[config.mk]
export PLATFORM = sky130hd
export DESIGN_NAME = square_sweep_channel
export DESIGN_NICKNAME = d
export VERILOG_FILES = /design/src/rtl/square_sweep_channel.sv
export SDC_FILE = /design/constraint.sdc
export NUM_CORES = 1
export LEC_CHECK = 0
export ABC_AREA = 1
export BUFFER_PORTS_ARGS = -buffer_cell sky130_fd_sc_hd__buf_2
export CAP_MARGIN = 20
export CELL_PAD_IN_SITES_DETAIL_PLACEMENT = 0
export CELL_PAD_IN_SITES_GLOBAL_PLACEMENT = 1
export CORE_ASPECT_RATIO = 0.75
export CORE_MARGIN = 4
export CORE_UTILIZATION = 46
export CTS_CLUSTER_SIZE = 40
export DETAILED_ROUTE_END_ITERATION = 12
export PLACE_DENSITY_LB_ADDON = 0.3
export SLEW_MARGIN = 20
export SYNTH_ARGS = -nofsm -noshare
export SYNTH_HDL_FRONTEND = slang
export SYNTH_SLANG_ARGS = --single-unit
[constraint.sdc]
create_clock -name dova_phi -period 2.6 [get_ports dova_phi]
set_clock_uncertainty 0.2 [all_clocks]
set_input_delay 0.26 -clock dova_phi [delete_from_list [all_inputs] [get_ports dova_phi]]
set_output_delay 0.26 -clock dova_phi [all_outputs]
set_load 0.05 [all_outputs]
[src/rtl/square_sweep_channel.sv]
// square_sweep_channel: square-wave voice with a duty sequencer, length
// counter, volume envelope and an optional frequency sweep unit.
// Optional feature: define SQUARE_SWEEP_CHANNEL_SWEEP_EN to build the sweep unit;
// without it register 0 and sweep_tick are ignored.
module square_sweep_channel #(
  parameter int unsigned FREQ_W = 11,
  parameter int unsigned LEN_W  = 6
) (
  input  logic       dova_phi,
  input  logic       apu_reset,
  input  logic       timer_tick,
  input  logic       len_tick,
  input  logic       sweep_tick,
  input  logic       env_tick,
  input  logic       apu_wr,
  input  logic [2:0] addr,
  input  logic [7:0] d,
  output logic [3:0] ch_out,
  output logic       ch_active,
  output logic       dac_en
);

  localparam logic [FREQ_W-1:0] TIMER_STEP = FREQ_W'(1);
  localparam logic [LEN_W-1:0]  LEN_STEP   = LEN_W'(1);

  logic [FREQ_W-1:0] freq;
  logic [FREQ_W-1:0] timer;
  logic [FREQ_W-1:0] freq_wr;
  logic [2:0]        duty_step;
  logic [1:0]        duty_sel;
  logic [7:0]        duty_pat;
  logic              duty_bit;
  logic [LEN_W-1:0]  len_cnt;
  logic [LEN_W-1:0]  len_inc;
  logic              len_en;
  logic              len_expire;
  logic [3:0]        init_vol;
  logic [3:0]        volume;
  logic              env_dir;
  logic [2:0]        env_period;
  logic [2:0]        env_div;
  logic              wr1, wr2, wr3, wr4;
  logic              trigger;
  logic              dac_drop;
  logic              sweep_ovf;
  logic              trig_ovf;
  logic              sweep_upd;
  logic [FREQ_W-1:0] sweep_freq;

  assign wr1     = apu_wr && (addr == 3'd1);
  assign wr2     = apu_wr && (addr == 3'd2);
  assign wr3     = apu_wr && (addr == 3'd3);
  assign wr4     = apu_wr && (addr == 3'd4);
  assign trigger = wr4 && d[7];

  assign dac_en     = (init_vol != 4'd0) || env_dir;
  assign dac_drop   = wr2 && (d[7:3] == 5'd0);
  assign len_inc    = len_cnt + LEN_STEP;
  assign len_expire = len_tick && len_en && !wr1 && (len_cnt != '1) && (len_inc == '1);

  // Frequency as it will read after this cycle's register 3/4 write
  always_comb begin
    freq_wr = freq;
    if (wr3) freq_wr[7:0] = d;
    if (wr4) freq_wr[FREQ_W-1:8] = d[FREQ_W-9:0];
  end

  // Duty pattern lookup; bit index is the duty step
  always_comb begin
    case (duty_sel)
      2'd0:    duty_pat = 8'b1000_0000;
      2'd1:    duty_pat = 8'b1000_0001;
      2'd2:    duty_pat = 8'b1110_0001;
      default: duty_pat = 8'b0111_1110;
    endcase
  end
  assign duty_bit = duty_pat[duty_step];

`ifdef SQUARE_SWEEP_CHANNEL_SWEEP_EN
  logic              wr0;
  logic [2:0]        sweep_period;
  logic              sweep_negate;
  logic [2:0]        sweep_shift;
  logic [2:0]        sweep_div;
  logic [FREQ_W-1:0] shadow;
  logic [FREQ_W:0]   sweep_new;
  logic [FREQ_W:0]   trig_new;
  logic              sweep_fire;

  // Extra top bit flags a target beyond the frequency range
  function automatic logic [FREQ_W:0] sweep_target(input logic [FREQ_W-1:0] base,
                                                    input logic neg,
                                                    input logic [2:0] sh);
    logic [FREQ_W:0] delta;
    delta = {1'b0, base >> sh};
    return neg ? ({1'b0, base} - delta) : ({1'b0, base} + delta);
  endfunction

  assign wr0        = apu_wr && (addr == 3'd0);
  assign sweep_new  = sweep_target(shadow, sweep_negate, sweep_shift);
  assign trig_new   = sweep_target(freq_wr, sweep_negate, sweep_shift);
  assign sweep_fire = sweep_tick && (sweep_period != 3'd0) && (sweep_div <= 3'd1);
  assign sweep_ovf  = sweep_fire && sweep_new[FREQ_W];
  assign trig_ovf   = (sweep_shift != 3'd0) && trig_new[FREQ_W];
  assign sweep_upd  = sweep_fire && !sweep_new[FREQ_W] && (sweep_shift != 3'd0);
  assign sweep_freq = sweep_new[FREQ_W-1:0];

  // Sweep configuration, divider and shadow frequency
  always_ff @(posedge dova_phi) begin
    if (apu_reset) begin
      sweep_period <= '0;
      sweep_negate <= 1'b0;
      sweep_shift  <= '0;
      sweep_div    <= '0;
      shadow       <= '0;
    end else if (trigger) begin
      sweep_div <= sweep_period;
      shadow    <= freq_wr;
    end else begin
      if (wr0) begin
        sweep_period <= d[6:4];
        sweep_negate <= d[3];
        sweep_shift  <= d[2:0];
      end
      if (sweep_tick && (sweep_period != 3'd0)) begin
        if (sweep_div <= 3'd1) begin
          sweep_div <= sweep_period;
          if (sweep_upd) shadow <= sweep_freq;
        end else begin
          sweep_div <= sweep_div - 3'd1;
        end
      end
    end
  end
`else
  logic unused_sweep_tick;
  assign unused_sweep_tick = sweep_tick;
  assign sweep_ovf  = 1'b0;
  assign trig_ovf   = 1'b0;
  assign sweep_upd  = 1'b0;
  assign sweep_freq = '0;
`endif

  // Channel state: trigger overrides every tick; later writes override ticks
  always_ff @(posedge dova_phi) begin
    if (apu_reset) begin
      freq       <= '0;
      timer      <= '0;
      duty_step  <= '0;
      duty_sel   <= '0;
      len_cnt    <= '0;
      len_en     <= 1'b0;
      init_vol   <= '0;
      env_dir    <= 1'b0;
      env_period <= '0;
      env_div    <= '0;
      volume     <= '0;
      ch_active  <= 1'b0;
    end else if (trigger) begin
      ch_active <= dac_en && !trig_ovf;
      freq      <= freq_wr;
      timer     <= freq_wr;
      duty_step <= '0;
      volume    <= init_vol;
      env_div   <= env_period;
      len_en    <= d[6];
    end else begin
      if (timer_tick) begin
        if (timer == '1) begin
          timer     <= freq;
          duty_step <= duty_step + 3'd1;
        end else begin
          timer <= timer + TIMER_STEP;
        end
      end
      if (len_tick && len_en && !wr1 && (len_cnt != '1)) len_cnt <= len_inc;
      if (env_tick && (env_period != 3'd0)) begin
        if (env_div <= 3'd1) begin
          env_div <= env_period;
          if (env_dir && (volume != 4'hF))       volume <= volume + 4'd1;
          else if (!env_dir && (volume != 4'h0)) volume <= volume - 4'd1;
        end else begin
          env_div <= env_div - 3'd1;
        end
      end
      if (sweep_upd) freq <= sweep_freq;
      if (wr1) begin
        duty_sel <= d[7:6];
        len_cnt  <= d[LEN_W-1:0];
      end
      if (wr2) begin
        init_vol   <= d[7:4];
        env_dir    <= d[3];
        env_period <= d[2:0];
      end
      if (wr3 || wr4) freq <= freq_wr;
      if (wr4) len_en <= d[6];
      if (len_expire || sweep_ovf || dac_drop) ch_active <= 1'b0;
    end
  end

  // Registered sample output
  always_ff @(posedge dova_phi) begin
    if (apu_reset) ch_out <= '0;
    else           ch_out <= (ch_active && duty_bit) ? volume : 4'd0;
  end

endmodule

# [Yosys cells after proc, flatten, opt, wreduce, memory -nomap -nowiden]
# Index checks and enable logic that the tools add are counted.
[totals] in_bits=18 register_bits=54 out_inout_bits=6
[op_classes] eq_ne=10 n_reduce_logical=39 n_addsub=6 order_cmp=2 bitwise_logic=2 n_mux=24
[ops] op="$mux W11" count=5
[ops] op="$pmux W8 S3" count=1
[ops] op="$mux W4" count=5
[ops] op="$logic_and A1 B1 Y1" count=14
[ops] op="$reduce_bool A2 Y1" count=7
[ops] op="$mux W3" count=4
[ops] op="$mux W6" count=2
[ops] op="$add A11 B1 Y11 const B" count=1
[ops] op="$eq A11 B11 Y1 const B" count=1
[ops] op="$mux W8" count=1
[ops] op="$reduce_and A2 Y1" count=4
[ops] op="$reduce_bool A4 Y1" count=2
[ops] op="$add A6 B1 Y6 const B" count=1
[ops] op="$eq A3 B2 Y1 const B" count=2
[ops] op="$eq A6 B6 Y1 const B" count=1
[ops] op="$ne A6 B6 Y1 const B" count=1
[ops] op="$reduce_bool A3 Y1" count=2
[ops] op="$logic_not A5 Y1" count=1
[ops] op="$mux W1" count=5
[ops] op="$add A4 B1 Y4 const B" count=1
[ops] op="$lt A3 B4 Y1 const B" count=1
[ops] op="$ne A4 B4 Y1 const B" count=1
[ops] op="$reduce_or A2 Y1" count=2
[ops] op="$sub A4 B1 Y4 const B" count=1
[ops] op="other kinds (13)" count=17

# [Logic depth before layout (Yosys ltp)]
[logic_depth] depth_word=9 ltp_mapped=14

# [Worst setup path after synthesis]
# OpenSTA, ideal clock, no wires.
[synth_timing] path_type="register to register" from="register volume[1]" to="register volume[3]" setup_slack_ps=867 setup_time_ps=132 stages_incl_launch_ff=14 arrival_time_ps=1401 path_cell_list="dfxtp_1 -> nand2_1 -> inv_1 -> nand2_1 -> nand2_1 -> ha_1 -> nand2_1 -> inv_1 -> nand2_1 -> nand3_1 -> nand3_1 -> nand3_1 -> nand2_1 -> a21oi_1"
[synth_between] elab_chain_len=6 elab_cells_between_ends=13 cone_classes="add/sub: 2; eq/ne: 1; mux: 5; reduce/logical: 5"
[synth_rtl] item="start, declared" line="38" text="logic [3:0] volume;"
[synth_rtl] item="start signal, assigned" line="164" text="volume <= init_vol;"
[synth_rtl] item="start signal, assigned" line="180" text="if (env_dir && (volume != 4'hF)) volume <= volume + 4'd1;"
[synth_rtl] item="start signal, assigned" line="181" text="else if (!env_dir && (volume != 4'h0)) volume <= volume - 4'd1;"
[synth_rtl] item="$sub A4 B1 Y4 / $ne A4 B4 Y1 (equally long branches)" line="181, 180"
[synth_rtl] item="$mux W4 / $logic_and A1 B1 Y1 (equally long branches)" line="181, 180"
[synth_rtl] item="$mux W4" line="180"
[synth_rtl] item="$mux W4" line="178" text="if (env_div <= 3'd1) begin"
[synth_rtl] item="$mux W4" line="177" text="if (env_tick && (env_period != 3'd0)) begin"
[synth_rtl] item="$mux W4" line="159" text="end else if (trigger) begin"
# Several ways; a longest one is shown, not always the timed one. The select of a mux whose other input is x is not followed.
# A chain may end at the register's enable or synchronous reset.

# [Final worst setup path]
[layout_timing] from="register volume[0]" to="register volume[3]"
# The elaborated chain is that of the path after synthesis.

==> out/qor.csv <==
metric,value,unit
relative slew slack,54.9,%
period utilisation layout,76.5,%
TritonCTS buffer count,5,
buffers added on ports,22,
sequential element share of the synthesized area,35.4,%
Crit path required time,2590,ps
ant diodes,0,
via/cell ratio,5.17,
CTS Buffer Depth,2,
Post-synth EDFFs,0,
"most common cell after layout, fill and taps aside",nand2_1,
Finished Layout Cells,562,
Worst IR Drop VDD,0.208,mV
initial antenna violation count,0,
Yosys warning count,0,
DIE WIDTH,102,um
Hold Fails Final Rpt,0,
syn nets,487,
predominant post-synthesis flop cell,dfxtp_1,
Worst Setup Start Kind,flop,
core area,0.00638,mm^2
Total Power,1550,uW
DRC,0,
"commonest cells after routing, fill and taps aside","103 x nand2_1, 70 x inv_1, 54 x dfxtp_1, 43 x nor2_1",
Yosys cell types,35,
Setup CP Type,reg2reg,
drt first pass iters,4,
Post-CTS Setup Inserts,0,
cts repair resizes,0,
placed cells,554,
largest net degree at the start of global routing,28,
Max-Cap Viols,0,
final wirelength,7.63,mm
CP endpoint kind,flop,
later-pin clock latency in the skew report,310,ps
P_leak,0.00143,uW
crit path time final,1990,ps
post-DP HPWL,5.62,mm
register bit total from synthesis,54,
CP max FO,5,
CTS tree,done,
Clock Tree Root,clkbuf_8,
Synth Instances,458,
Syn Area/Cell,6.68,um^2
global route total overflow,0,
CTS sink cnt,54,
H-tree Lvls,2,
hold buffers post-CTS,0,
RSZ-0062 raised after global routing,no,
Routed Antenna Nets,0,
1st-iter DRT viols,175,
total number of vias,2903,
synthesized area,0.00306,mm^2
Worst-Margin Slew,676,ps
Fillers,679,
share of cells above drive strength 1,11.4,%
Die Ht,78.6,um
"CTS clk-pin slew, worst paths",100,ps
"Setup violations, final",0,
max-slew violations,0,
TNS Setup,0,ps
vias in the first global route,2728,
Layout Area Growth over Synthesis,9.33,%
f_max,0.503,GHz
RD Place Congestion,0.850,
Critical Path AT,1980,ps
initial core utilization,47.9,%
first-pass GRT wire length,13.3,mm
Final nets,509,
power density over the cells,464,mW/mm^2
worst min-delay path class,in2reg,
status,completed,
drt wl/cell,13.6,um
row cnt,25,
share of flip-flops with an asynchronous set or reset,0,%
die area,0.00803,mm^2
All-Layer GR Usage,20.7,%
IO Pins,24,
-- path summary, 6_finish.rpt --
check	startpoint	slack, ps	to	cells past startpoint
worst max register to register	volume[0]$_SDFFE_PP0P_	610	volume[3]$_SDFFE_PP0P_	13
worst min-delay path	d[2]	70	freq[10]$_SDFFE_PP0P_	3
worst min register to register	freq[8]$_SDFFE_PP0P_	280	freq[8]$_SDFFE_PP0P_	2
worst max-delay path	volume[0]$_SDFFE_PP0P_	610	volume[3]$_SDFFE_PP0P_	13
-- synth_stat cells (6+ instances only) --
master | count | area share (%)
nand3_1 | 34 | 5.6
nor2_1 | 43 | 5.3
ha_1 | 10 | 4.1
inv_1 | 70 | 8.6
o21ai_0 | 31 | 5.1
xor2_1 | 6 | 1.7
a21oi_1 | 34 | 5.6
o21ai_1 | 13 | 2.1
dfxtp_1 | 54 | 35
nand2_1 | 103 | 13
-- state kept, by name (all words and copies together) (netlist names), 3 cells and up --
name and cells:
ch_out 4, duty_step 3, env_div 3, env_period 3, freq 11, init_vol 4, len_cnt 6, timer 11
volume 4
-- metrics by stage --
step                setup slack, ps  hold slack [ps]  utilization (%)  instance area, um^2
finish                          611             68.1             52.4                 3340
detailed placement              663              264             50.9                 3250
global route                    368             71.0             52.4                 3340
floorplan                       867              203                -                 3060
CTS                             641             56.9             52.4                 3340
global placement                691              263             50.9                 3250
-- final cells by class --
cell class	instances	area, um^2	share of cell area [%]
sequential	54	1080	32.3
clock buffer	6	82.6	2.47
tap	81	101	3.03
multi-input combinational	317	1640	49.1
clock inverter	2	12.5	0.374
timing repair buffer	26	140	4.19
inverter	76	285	8.53
-- critical path, stage by stage (launching register included) --
cell and delay, ps:
dfxtp_1 460, nand2_1 80, inv_1 60, nand2_1 60, nand2_1 140, ha_1 290, nand2_1 80, inv_1 40
nand2_1 40, nand3_1 110, nand3_1 110, nand3_1 70, nand2_1 80, a21oi_1 50
-- kinds of logic (layout without fill, tap and decap cells) --
| family | after synthesis | in the layout | synth area share, % |
|---|---|---|---|
| buffers and inverters | 87 | 110 | 11.0 |
| DFF | 54 | 54 | 35.4 |
| adders and majority gates | 11 | 11 | 4.75 |
| and+or+nand+nor | 201 | 201 | 29.3 |
| xor gates and xnor gates | 8 | 8 | 2.29 |
| AOI/OAI and AO/OA | 97 | 97 | 17.3 |
-- layer usage --
layer	part of all wire (%)	vias up	global-route usage, %	wire, um
li1	-	1510	-	-
met1	52	1333	30.8	3980
met2	43	56	31.5	3260
met3	4.2	4	2.93	318
met4	0.85	0	4.72	65
met5	0	-	0	0
-- power by group --
group	switching, uW	total [uW]	internal [uW]	leakage, uW
Sequential	17.1	865	848	0.000437
Clock	284	499	215	0.0000472
Combinational	124	186	61.7	0.000946
Total	425	1550	1120	0.00143
(Power assumes the default switching activity.)
